==> src/rtl/tri_bus_arbiter_if.sv <==
// Request/grant bundle between requesting blocks and the tri-state arbiter.
// master = requester side, slave = arbiter side.
interface tri_bus_arbiter_if #(
  parameter int N = 4
);
  localparam int IW = $clog2(N);

  logic [N-1:0]  req;
  logic [N-1:0]  grant;
  logic [N-1:0]  bus_oe;
  logic [IW-1:0] grant_id;
  logic          busy;

  modport master (output req, input grant, input bus_oe, input grant_id, input busy);
  modport slave  (input req, output grant, output bus_oe, output grant_id, output busy);
endinterface

==> src/rtl/tri_bus_arbiter.sv <==
// Round-robin owner select for a shared tri-state net; bounded tenure, forced dead cycles between owners.
// Grant is registered one edge after req is sampled; requests are levels, nothing is queued.
module tri_bus_arbiter #(
  parameter int N        = 4,
  parameter int HOLD_MAX = 4,
  parameter int TURN_CYC = 1
) (
  input  logic               clk,
  input  logic               rst_n,
  tri_bus_arbiter_if.slave   bus
);
  localparam int IW = $clog2(N);
  localparam int HW = $clog2(HOLD_MAX + 1);
  localparam int TW = $clog2(TURN_CYC + 1);
  localparam logic [HW-1:0] HOLD_LIM = HW'(HOLD_MAX);
  localparam logic [TW-1:0] TURN_LIM = TW'(TURN_CYC);

  typedef enum logic [1:0] {IDLE, GRANT, TURN} state_t;

  state_t        state_q, state_d;
  logic [N-1:0]  grant_q, grant_d;
  logic [IW-1:0] gid_q, gid_d;
  logic [IW-1:0] ptr_q, ptr_d;
  logic [HW-1:0] hold_q, hold_d;
  logic [TW-1:0] turn_q, turn_d;

  logic          req_hit;
  logic [IW-1:0] win;
  logic [IW-1:0] scan_idx;
  logic          hold_ok;
  logic          turn_last;
  logic          take;

  // First requester at or after ptr, wrapping mod N.
  always_comb begin
    req_hit  = 1'b0;
    win      = '0;
    scan_idx = '0;
    for (int k = 0; k < N; k++) begin
      scan_idx = IW'((int'(ptr_q) + k) % N);
      if (!req_hit && bus.req[scan_idx]) begin
        req_hit = 1'b1;
        win     = scan_idx;
      end
    end
  end

  assign hold_ok   = bus.req[gid_q] && (hold_q < HOLD_LIM);
  assign turn_last = (turn_q >= TURN_LIM);
  assign take      = req_hit && ((state_q == IDLE) || ((state_q == TURN) && turn_last));

  always_ff @(posedge clk or negedge rst_n) begin
    if (!rst_n) begin
      state_q <= IDLE;
      grant_q <= '0;
      gid_q   <= '0;
      ptr_q   <= '0;
      hold_q  <= '0;
      turn_q  <= '0;
    end else begin
      state_q <= state_d;
      grant_q <= grant_d;
      gid_q   <= gid_d;
      ptr_q   <= ptr_d;
      hold_q  <= hold_d;
      turn_q  <= turn_d;
    end
  end

  always_comb begin
    state_d = state_q;
    case (state_q)
      IDLE:    if (req_hit) state_d = GRANT;
      GRANT:   if (!hold_ok) state_d = TURN;
      TURN:    if (turn_last) state_d = req_hit ? GRANT : IDLE;
      default: state_d = IDLE;
    endcase
  end

  always_comb begin
    grant_d = grant_q;
    gid_d   = gid_q;
    ptr_d   = ptr_q;
    hold_d  = hold_q;
    turn_d  = turn_q;
    if (take) begin
      grant_d = {{(N-1){1'b0}}, 1'b1} << win;
      gid_d   = win;
      hold_d  = HW'(1);
      turn_d  = '0;
      ptr_d   = (win == IW'(N - 1)) ? '0 : win + 1'b1;
    end else begin
      case (state_q)
        GRANT: begin
          if (hold_ok) begin
            hold_d = hold_q + 1'b1;
          end else begin
            grant_d = '0;
            hold_d  = '0;
            turn_d  = TW'(1);
          end
        end
        TURN:    turn_d = turn_last ? '0 : turn_q + 1'b1;
        default: ;
      endcase
    end
  end

  // Enables follow the grant register directly so the net never sees a req-to-driver path.
  assign bus.grant    = grant_q;
  assign bus.bus_oe   = grant_q;
  assign bus.grant_id = gid_q;
  assign bus.busy     = (state_q != IDLE);
endmodule

==> src/flat_wrapper.sv <==
// flat-port wrapper written by rule: the top's interface ports become plain ports
module tri_bus_arbiter_flat 
#(
  parameter int N        = 4,
  parameter int HOLD_MAX = 4,
  parameter int TURN_CYC = 1
)
  (clk, rst_n, bus_req, bus_grant, bus_bus_oe, bus_grant_id, bus_busy);
  tri_bus_arbiter_if #(.N(N)) bus_i ();
  input  logic clk;
  input  logic rst_n;
  input wire logic [$bits(bus_i.req)-1:0] bus_req;
  output wire logic [$bits(bus_i.grant)-1:0] bus_grant;
  output wire logic [$bits(bus_i.bus_oe)-1:0] bus_bus_oe;
  output wire logic [$bits(bus_i.grant_id)-1:0] bus_grant_id;
  output wire logic [$bits(bus_i.busy)-1:0] bus_busy;
  assign bus_i.req = bus_req;
  assign bus_grant = bus_i.grant;
  assign bus_bus_oe = bus_i.bus_oe;
  assign bus_grant_id = bus_i.grant_id;
  assign bus_busy = bus_i.busy;
  tri_bus_arbiter #(.N(N), .HOLD_MAX(HOLD_MAX), .TURN_CYC(TURN_CYC)) u_core (.clk(clk), .rst_n(rst_n), .bus(bus_i));
endmodule
==> config.mk <==
export PLATFORM = sky130hd
export DESIGN_NAME = tri_bus_arbiter_flat
export DESIGN_NICKNAME = d
export VERILOG_FILES = /design/src/rtl/tri_bus_arbiter_if.sv /design/src/rtl/tri_bus_arbiter.sv /design/src/flat_wrapper.sv
export SDC_FILE = /design/constraint.sdc
export NUM_CORES = 1
export LEC_CHECK = 0
export CORE_MARGIN = 2
export CORE_UTILIZATION = 35
export DETAILED_ROUTE_END_ITERATION = 7
export GPL_ROUTABILITY_DRIVEN = 0
export SETUP_SLACK_MARGIN = 0.4
export SYNTH_ARGS = -nofsm -noshare
export SYNTH_HDL_FRONTEND = slang
export SYNTH_SLANG_ARGS = --single-unit
==> constraint.sdc <==
create_clock -name clk -period 1.99 [get_ports clk]
set_input_delay 0.199 -clock clk [delete_from_list [all_inputs] [get_ports clk]]
set_output_delay 0.199 -clock clk [all_outputs]
set_load 0.02 [all_outputs]
**Yosys cells after proc, flatten, opt, wreduce, memory -nomap -nowiden**

Index checks and enable logic that the tools add are counted.
Widths: inputs -> output; s select.

- Register bits after elaboration: 14
- Bits of input ports: 6
- Output and inout bits: 11
- Word-level logic and storage cells: 79

- Add/sub/neg operators: 6
- Magnitude comparators: 7
- Equality and inequality tests: 8
- Shift-type cells: 1
- Multiplexer cells: 34
- Reductions and logical operators: 17

Operator list:

| cell | count |
|---|---|
| $mux 2 | 8 |
| $lt 2x3->1 const B | 5 |
| $mux 1 | 13 |
| $mux 4 | 3 |
| $bmux 1 s2 | 5 |
| $mux 3 | 3 |
| $logic_and 1x1->1 | 6 |
| $pmux 2 s3 | 1 |
| $add 2x1->2 const B | 2 |
| $add 2x2->2 const B | 2 |
| $eq 2x2->1 const B | 2 |
| $ne 2x1->1 const B | 2 |
| $ne 2x2->1 const B | 2 |
| $reduce_and 2->1 | 2 |
| $reduce_bool 2->1 | 2 |
| $shl 1x2->4 const A | 1 |
| $add 3x1->3 const B | 1 |
| $logic_not 1->1 | 3 |
| $lt 3x3->1 const B | 1 |
| $ne 3x3->1 const B | 1 |
| $reduce_and 3->1 | 1 |
| $reduce_bool 3->1 | 1 |
| $eq 2x1->1 const B | 1 |
| $logic_not 2->1 | 1 |
| 4 further kinds | 4 |

**Longest topological paths before layout**

Gate-level depths: netlist (run 1).

- Depth after elaboration: 15
- Depth in mapped cells: 7
- Mapped depth without buffers: 7

**Worst setup path before layout (run 1)**

No wires, ideal clock.

- Path kind: reg-to-reg
- From: register u_core.gid_q[1], in the netlist u_core.bus.grant_id[1]
- To: register u_core.state_q[0]
- Library setup time: 0.125 ns
- Arrival: 1.539 ns
- Data required time: 1.865 ns
- Path slack: 0.326 ns
- Stages on the path, launching flop included: 5
- Path buffers: 0
- Period minus slack after synthesis: 1.664 ns
- Path through: dfrtp_1 mux4_2 nand2_1 o221ai_2 mux2_2

- Cells in the longest elaborated chain, start to end: 5

Ends and longest elaborated chain:

| what | line | text |
|---|---|---|
| from (decl) | tri_bus_arbiter.sv:22 | `logic [IW-1:0] gid_q, gid_d;` |
| from (signal assigned) | tri_bus_arbiter.sv:63 | `gid_q <= gid_d;` |
| $bmux 1 s2 | tri_bus_arbiter.sv:48 | `assign hold_ok = bus.req[gid_q] && (hold_q < HOLD_LIM);` |
| $mux 1 (not written as such) | tri_bus_arbiter.sv:48 |  |
| $logic_and 1x1->1 | tri_bus_arbiter.sv:48 |  |
| $ne 2x2->1 (no line) | - |  |
| $reduce_and 3->1 (no line) | - |  |
| to (signal assigned) | tri_bus_arbiter.sv:61 | `state_q <= state_d;` |
| to (decl) | tri_bus_arbiter.sv:20 | `state_t state_q, state_d;` |

No other way between the ends. The select of a mux whose other input is x is not followed.
A chain may end at the register's enable or synchronous reset.

**Worst setup path in the final report (run 1)**

- From: register u_core.ptr_q[0]
- To: register u_core.grant_q[0], in the netlist u_core.bus.bus_oe[0]

- Elaborated cells on any way between the ends: 31
- Classes of those cells: add/sub: 3; eq/ne: 1; shift: 1; mux: 17; reduce/logical: 9

RTL lines:

| what | line | text |
|---|---|---|
| from (decl) | tri_bus_arbiter.sv:23 | `logic [IW-1:0] ptr_q, ptr_d;` |
| from (signal assigned) | tri_bus_arbiter.sv:64 | `ptr_q <= ptr_d;` |
| parallel branches: the longest is 11 deep, another holds $add 2x1->2 | - |  |
| $mux 2 * | tri_bus_arbiter.sv:41 | `if (!req_hit && bus.req[scan_idx]) begin` |
| net u_core.win[1] | tri_bus_arbiter.sv:28 | `logic [IW-1:0] win;` |
| $shl 1x2->4 * | tri_bus_arbiter.sv:87 | `grant_d = {{(N-1){1'b0}}, 1'b1} << win;` |
| $mux 4 * | tri_bus_arbiter.sv:86 | `if (take) begin` |
| to (signal assigned) | tri_bus_arbiter.sv:62 | `grant_q <= grant_d;` |
| to (decl) | tri_bus_arbiter.sv:21 | `logic [N-1:0] grant_q, grant_d;` |

Mark *: on every way through the listed nets, which the timed path passes. The select of a mux whose other input is x is not followed.

==> impl_metrics.tcl, run 1 <==
set metrics [dict create \
    syn_nets 106 \
    drt_first_pass_iters 2 \
    rows 18 \
    antenna_found_initial 0 \
    pwr-share-clk_pct 8.3 \
    wl_per_cell_um 13.8 \
    final_max_slew_viol_count 0 \
    min_period_over_period_pct 81.5 \
    ir_drop_mv 1.23 \
    dpl.hpwl_um 1470 \
    status "finished clean" \
    seqPwrFrac_pct 22.2 \
    tightestPinTransition_ns 0.666 \
    vias_per_cell 5.06 \
    layout_commonest_cell "buf_4" \
    clock_sinks 14 \
    postSynthCellCount 91 \
    first_global_vias 848 \
    post-route-drc-count 0 \
    preCtsSetupSlack_ns -0.0582 \
    cts-htree-levels 1 \
    p_leak_nw 0.624 \
    r2r-start "u_core.ptr_q[0]" \
    grt_overflow 0 \
    fin_ws_ns 0.368 \
    drt_iter0_drc 10 \
    ios 17 \
    synth_edf_count 0 \
    cts_hold_buf 0 \
    clock_latency_ns 0.29 \
    crit_chain "buf_4, nand2b_4, o2bb2ai_2, o22a_2, inv_1, ha_1, nor2_1, a311oi_1" \
    cp.depth 8 \
    required_ns 2.19 \
    crit_buf_inv 2 \
    cp_slowest_cell "dfrtp_2" \
    endpoint "u_core.bus.bus_oe[0]" \
    totalWireLength_um 2090 \
    most-common-layout-cells "16 x buf_4, 11 x clkdlybuf4s50_1, 11 x dfrtp_1" \
    grt_max_degree 15 \
    max_freq_mhz 616 \
    worst-setup-path-type "reg -> reg" \
    r2r_setup_slack_ns 0.37 \
    seq_area_frac_synth_pct 37.3 \
    ant_nets 0 \
    async_reset_ff_share_pct 100 \
    avgSynthCellArea_um2 10.3 \
    vias 769 \
    rr_worst_depth 8 \
    hp-class "in -> async" \
    cts_root_buffer "clkbuf_4" \
    power_frac_comb_pct 69.6 \
    initial_core_util_pct 37.6 \
    clk_pin_slew_ns 0.09 \
    synth-main-ff-cell "dfrtp_1" \
    die_w_um 55.8 \
    grt_pass1_wl_um 3700 \
    post-route-util_pct 56.1 \
    cp-startpoint "u_core.ptr_q[0]" \
    coreArea_um2 2500 \
    setup_viol 0 \
    switching_share_pct 41.5 \
    grt_usage_pct 15.1 \
    hold_viol 0 \
    ys_warn_count 0 \
    fin_crit_ns 1.62 \
    worstSetupStartpointType "flop" \
    cp.arrival_ns 1.82 \
    slew_headroom_pct 55.5 \
    power_density_nw_per_um2 1800 \
    n_antenna_cell 0 \
    chipHeight_um 55.8 \
    cp_max_fo 4 \
    fp.dieArea_um2 3120 \
    power.switching_mw 1.05 \
    endpoint_kind "flop" \
    cpLargestDelayFamily "compound AO/OA/AOI/OAI gates" \
    p_int_mw 1.48 \
    yosysUniqueCellTypes 26 \
    ys_seq_elements 14 \
    rsz0062_at_grt "true" \
    area_growth_pct 49.1 \
    cts_made_buffers 3 \
    slowest_delay_ns 0.45 \
    r2r-end "u_core.bus.bus_oe[0]" \
    fin_skew_ns 0.00697 \
    clockBufferDepth 2 \
    fin_nets 138 \
    cts_tree "built" \
    timing.max_cap.violations 0 \
    drive_above_1_share_pct 47.5 \
    mappedNetlistArea_um2 940 \
    power_mw 2.53 \
    port_buffers 16 \
]
[synthesized netlist by cell type (all sizes together), types with 2 or more instances]
cell type	count	area, um2
ha	9	113
and2	2	13.8
nand2	8	30.0
inv	6	22.5
mux2	4	45.0
nand3	2	10.0
buf	8	71.3
a311oi	6	58.8
a21oi	5	25.0
nor2	12	45.0
dfrtp	14	350
nand2b	5	31.3
[metal layers]
metal	global-route usage, %	vias to the layer above	part of all wire [%]
li1	-	375	-
met1	16.4	376	43
met2	28.2	14	52
met3	4.42	4	4.1
met4	4.08	0	1.1
met5	0	-	0
[worst min path at each step]
stage | start | to | slack, ns | depth (start not counted)
floorplan | rst_n | u_core.bus.bus_oe[0] | -0.1 | 0
global placement | u_core.hold_q[0] | u_core.hold_q[0] | 0.51 | 1
detailed placement | u_core.hold_q[0] | u_core.hold_q[0] | 0.53 | 1
CTS | rst_n | u_core.bus.bus_oe[2] | 0.33 | 1
global route | rst_n | u_core.bus.bus_oe[2] | 0.38 | 1
finish | rst_n | u_core.bus.bus_oe[2] | 0.31 | 1
[worst register-to-register path, cell delays in order, from the launching register on]
cell,delay [ns]
dfrtp_2,0.45
buf_4,0.16
nand2b_4,0.07
o2bb2ai_2,0.06
o22a_2,0.24
inv_1,0.14
ha_1,0.17
nor2_1,0.05
a311oi_1,0.20
[power by group through the flow]
stage / sequential, mW / combinational (mW) / clock, mW
after floorplan: 0.602 / 0.896 / 0
after global placement: 0.542 / 1.30 / 0
after detailed placement: 0.552 / 1.33 / 0
after CTS: 0.547 / 1.60 / 0.220
after global routing: 0.580 / 1.91 / 0.230
final: 0.560 / 1.76 / 0.209
[flip-flops by register name, indices dropped and copies added (netlist names)]
name                 flops
u_core.bus.grant_id      2
u_core.state_q           2
u_core.ptr_q             2
u_core.turn_q            1
u_core.hold_q            3
u_core.bus.bus_oe        4
[through the flow]
stage                     instance area [um2]  instances  hold slack [ns]  setup TNS [ns]
final                                    1400        152            0.308               0
after global routing                     1400        152            0.379               0
after CTS                                1310        149            0.333               0
after detailed placement                 1140        137            0.525          -0.271
after global placement                   1140        137            0.509         -0.0867
after floorplan                           943         91          -0.0966               0
[kinds of logic after synthesis]
| group | synth area share (%) |
|---|---|
| and+or+nand+nor | 15.3 |
| DFF | 37.3 |
| buffers and inverters | 9.99 |
| adders and majority gates | 12.0 |
| muxes | 7.19 |
| AOI/OAI and AO/OA | 18.2 |
[timing repair]
item	in CTS	in global routing
endpoints found under the setup margin	11	13
gates resized for setup	23	18
pin swaps	7	9
setup buffers	8	3
[area by class of cell]
type	instances	area [um2]
flip-flops and latches	14	354
fillers	214	1100
repair buffers	35	317
clock buffers	4	36.3
inverters	6	22.5
well taps	30	37.5
multi-input cells	63	634
(Power assumes the default switching activity.)
==> run 2: changes to the inputs <==
==> constraint.sdc (replaced) <==
create_clock -name clk -period 1.4 [get_ports clk]
set_input_delay 0.14 -clock clk [delete_from_list [all_inputs] [get_ports clk]]
set_output_delay 0.14 -clock clk [all_outputs]
set_load 0.02 [all_outputs]
==> run 2 against run 1 <==
Clock skew fell by 0.0059 ns. Utilization rose by 9.4 points. Count of clock-buffer cells in the layout did not move. Critical path type unchanged. Die area did not move. The flow now finishes with violations (setup timing).
==> impl_metrics.tcl, run 2 (synthesis gave the netlist of run 1 again) <==
set metrics [dict create \
    status "complete, but fails checks" \
    violations "setup timing" \
    largest_reg_flops 4 \
    post-route-util_pct 65.4 \
    worstSetupStartpointType "flop" \
    cts_root_buffer "clkbuf_4" \
    cpLargestDelayFamily "flip-flops" \
    drt_iter0_drc 3 \
    fin_cells 168 \
    worst-setup-path-type "reg -> reg" \
    port_buffers 16 \
    power_density_nw_per_um2 2620 \
    ir_drop_mv 1.78 \
    cts-htree-levels 1 \
    cts_hold_buf 0 \
    slew_headroom_pct 82.5 \
    fin_skew_ns 0.00107 \
    vias 845 \
    endpoint_kind "flop" \
    rr_worst_depth 7 \
    drt_first_pass_iters 3 \
    crit_chain "buf_6, nand2b_4, o2bb2ai_1, o22a_2, buf_4, buf_4, mux2_1" \
    grt_max_degree 15 \
    clk_pin_slew_ns 0.09 \
    drive_above_1_share_pct 66.7 \
    p_leak_nw 0.723 \
    placed_cell_area_um2 1290 \
    cts_tree "built" \
    max_freq_mhz 603 \
    grt_usage_pct 15.9 \
    fin_ws_ns -0.259 \
    final_max_slew_viol_count 0 \
    min_period_over_period_pct 118 \
    antenna_found_initial 0 \
    vias_per_cell 5.03 \
    cp_max_fo 4 \
    initial_core_util_pct 37.6 \
    grt_pass1_wl_um 3910 \
    fin_crit_ns 1.66 \
    place_inst 150 \
    fp.dieArea_um2 3120 \
    tightestPinTransition_ns 0.263 \
    ios 17 \
    totalWireLength_um 2480 \
    fin_area_um2 1640 \
    rsz0062_at_grt "true" \
    chipHeight_um 55.8 \
    wl_per_cell_um 14.8 \
    hold_viol 0 \
    first_global_vias 879 \
    timing.max_cap.violations 0 \
    fill_cells 199 \
    cts_made_buffers 3 \
    layout_commonest_cell "buf_4" \
    fin_nets 154 \
    n_antenna_cell 0 \
    most-common-layout-cells "25 x buf_4, 19 x buf_6, 12 x dfrtp_1" \
    power_mw 4.29 \
    slowest_delay_ns 0.44 \
    r2r-end "u_core.bus.grant_id[1]" \
    hold_slack_ns 0.155 \
    required_ns 1.58 \
    r2r_setup_slack_ns -0.26 \
    dpl.hpwl_um 1540 \
    hp-class "in -> async" \
    die_w_um 55.8 \
    grt_overflow 0 \
    tns_ns -1.97 \
    post-route-drc-count 0 \
    ant_nets 0 \
    cp.arrival_ns 1.84 \
    preCtsSetupSlack_ns -0.605 \
    area_growth_pct 74.0 \
    rows 18 \
    setup_viol 14 \
    clockBufferDepth 2 \
    cp_slowest_cell "dfrtp_1" \
    crit_buf_inv 3 \
    r2r-start "u_core.ptr_q[0]" \
    cp_common_cell "buf_4" \
    clock_latency_ns 0.29 \
    clock_sinks 14 \
    coreArea_um2 2500 \
]
run 2: routing by layer:
layer,part of all wire [%],vias up,GRT usage [%]
met1,43,415,18.4
met3,3.2,2,5.12
met4,0.64,0,4.08
met2,53,17,28.4
met5,0,-,0
li1,-,411,-
run 2: worst max-delay path by stage:
stage / startpoint / endpoint / slack [ns] / depth (start not counted)
after floorplan: u_core.bus.grant_id[1] / u_core.state_q[0] / -0.16 / 4
after global placement: bus_req[1] / u_core.state_q[0] / -0.54 / 4
after detailed placement: bus_req[3] / u_core.bus.bus_oe[2] / -0.61 / 6
after CTS: u_core.ptr_q[1] / u_core.bus.bus_oe[1] / -0.25 / 7
after global routing: u_core.ptr_q[0] / u_core.bus.bus_oe[0] / -0.36 / 8
final: u_core.ptr_q[0] / u_core.bus.grant_id[1] / -0.26 / 7
run 2: what timing repair did:
action / 4_1_cts / 5_1_grt
resized for setup: 79 / 33
pin swaps: 10 / 10
gates cloned: 1 / 0
setup buffers: 8 / 5
endpoints found under the setup margin: 25 / 25
run 2: where the power goes:
group	switching [mW]	total (mW)	internal (mW)
Clock	0.146	0.304	0.158
Combinational	1.39	3.16	1.77
Sequential	0.215	0.825	0.610
Total	1.75	4.29	2.53
run 2: cell type report:
cell class / count / area [um2] / share of cell area (%)
Tap cell: 30 / 37.5 / 2.30
Sequential cell: 14 / 353 / 21.6
Clock buffer: 4 / 36.3 / 2.22
Inverter: 6 / 25.0 / 1.53
Multi-Input combinational cell: 64 / 717 / 43.8
Timing Repair Buffer: 50 / 467 / 28.5
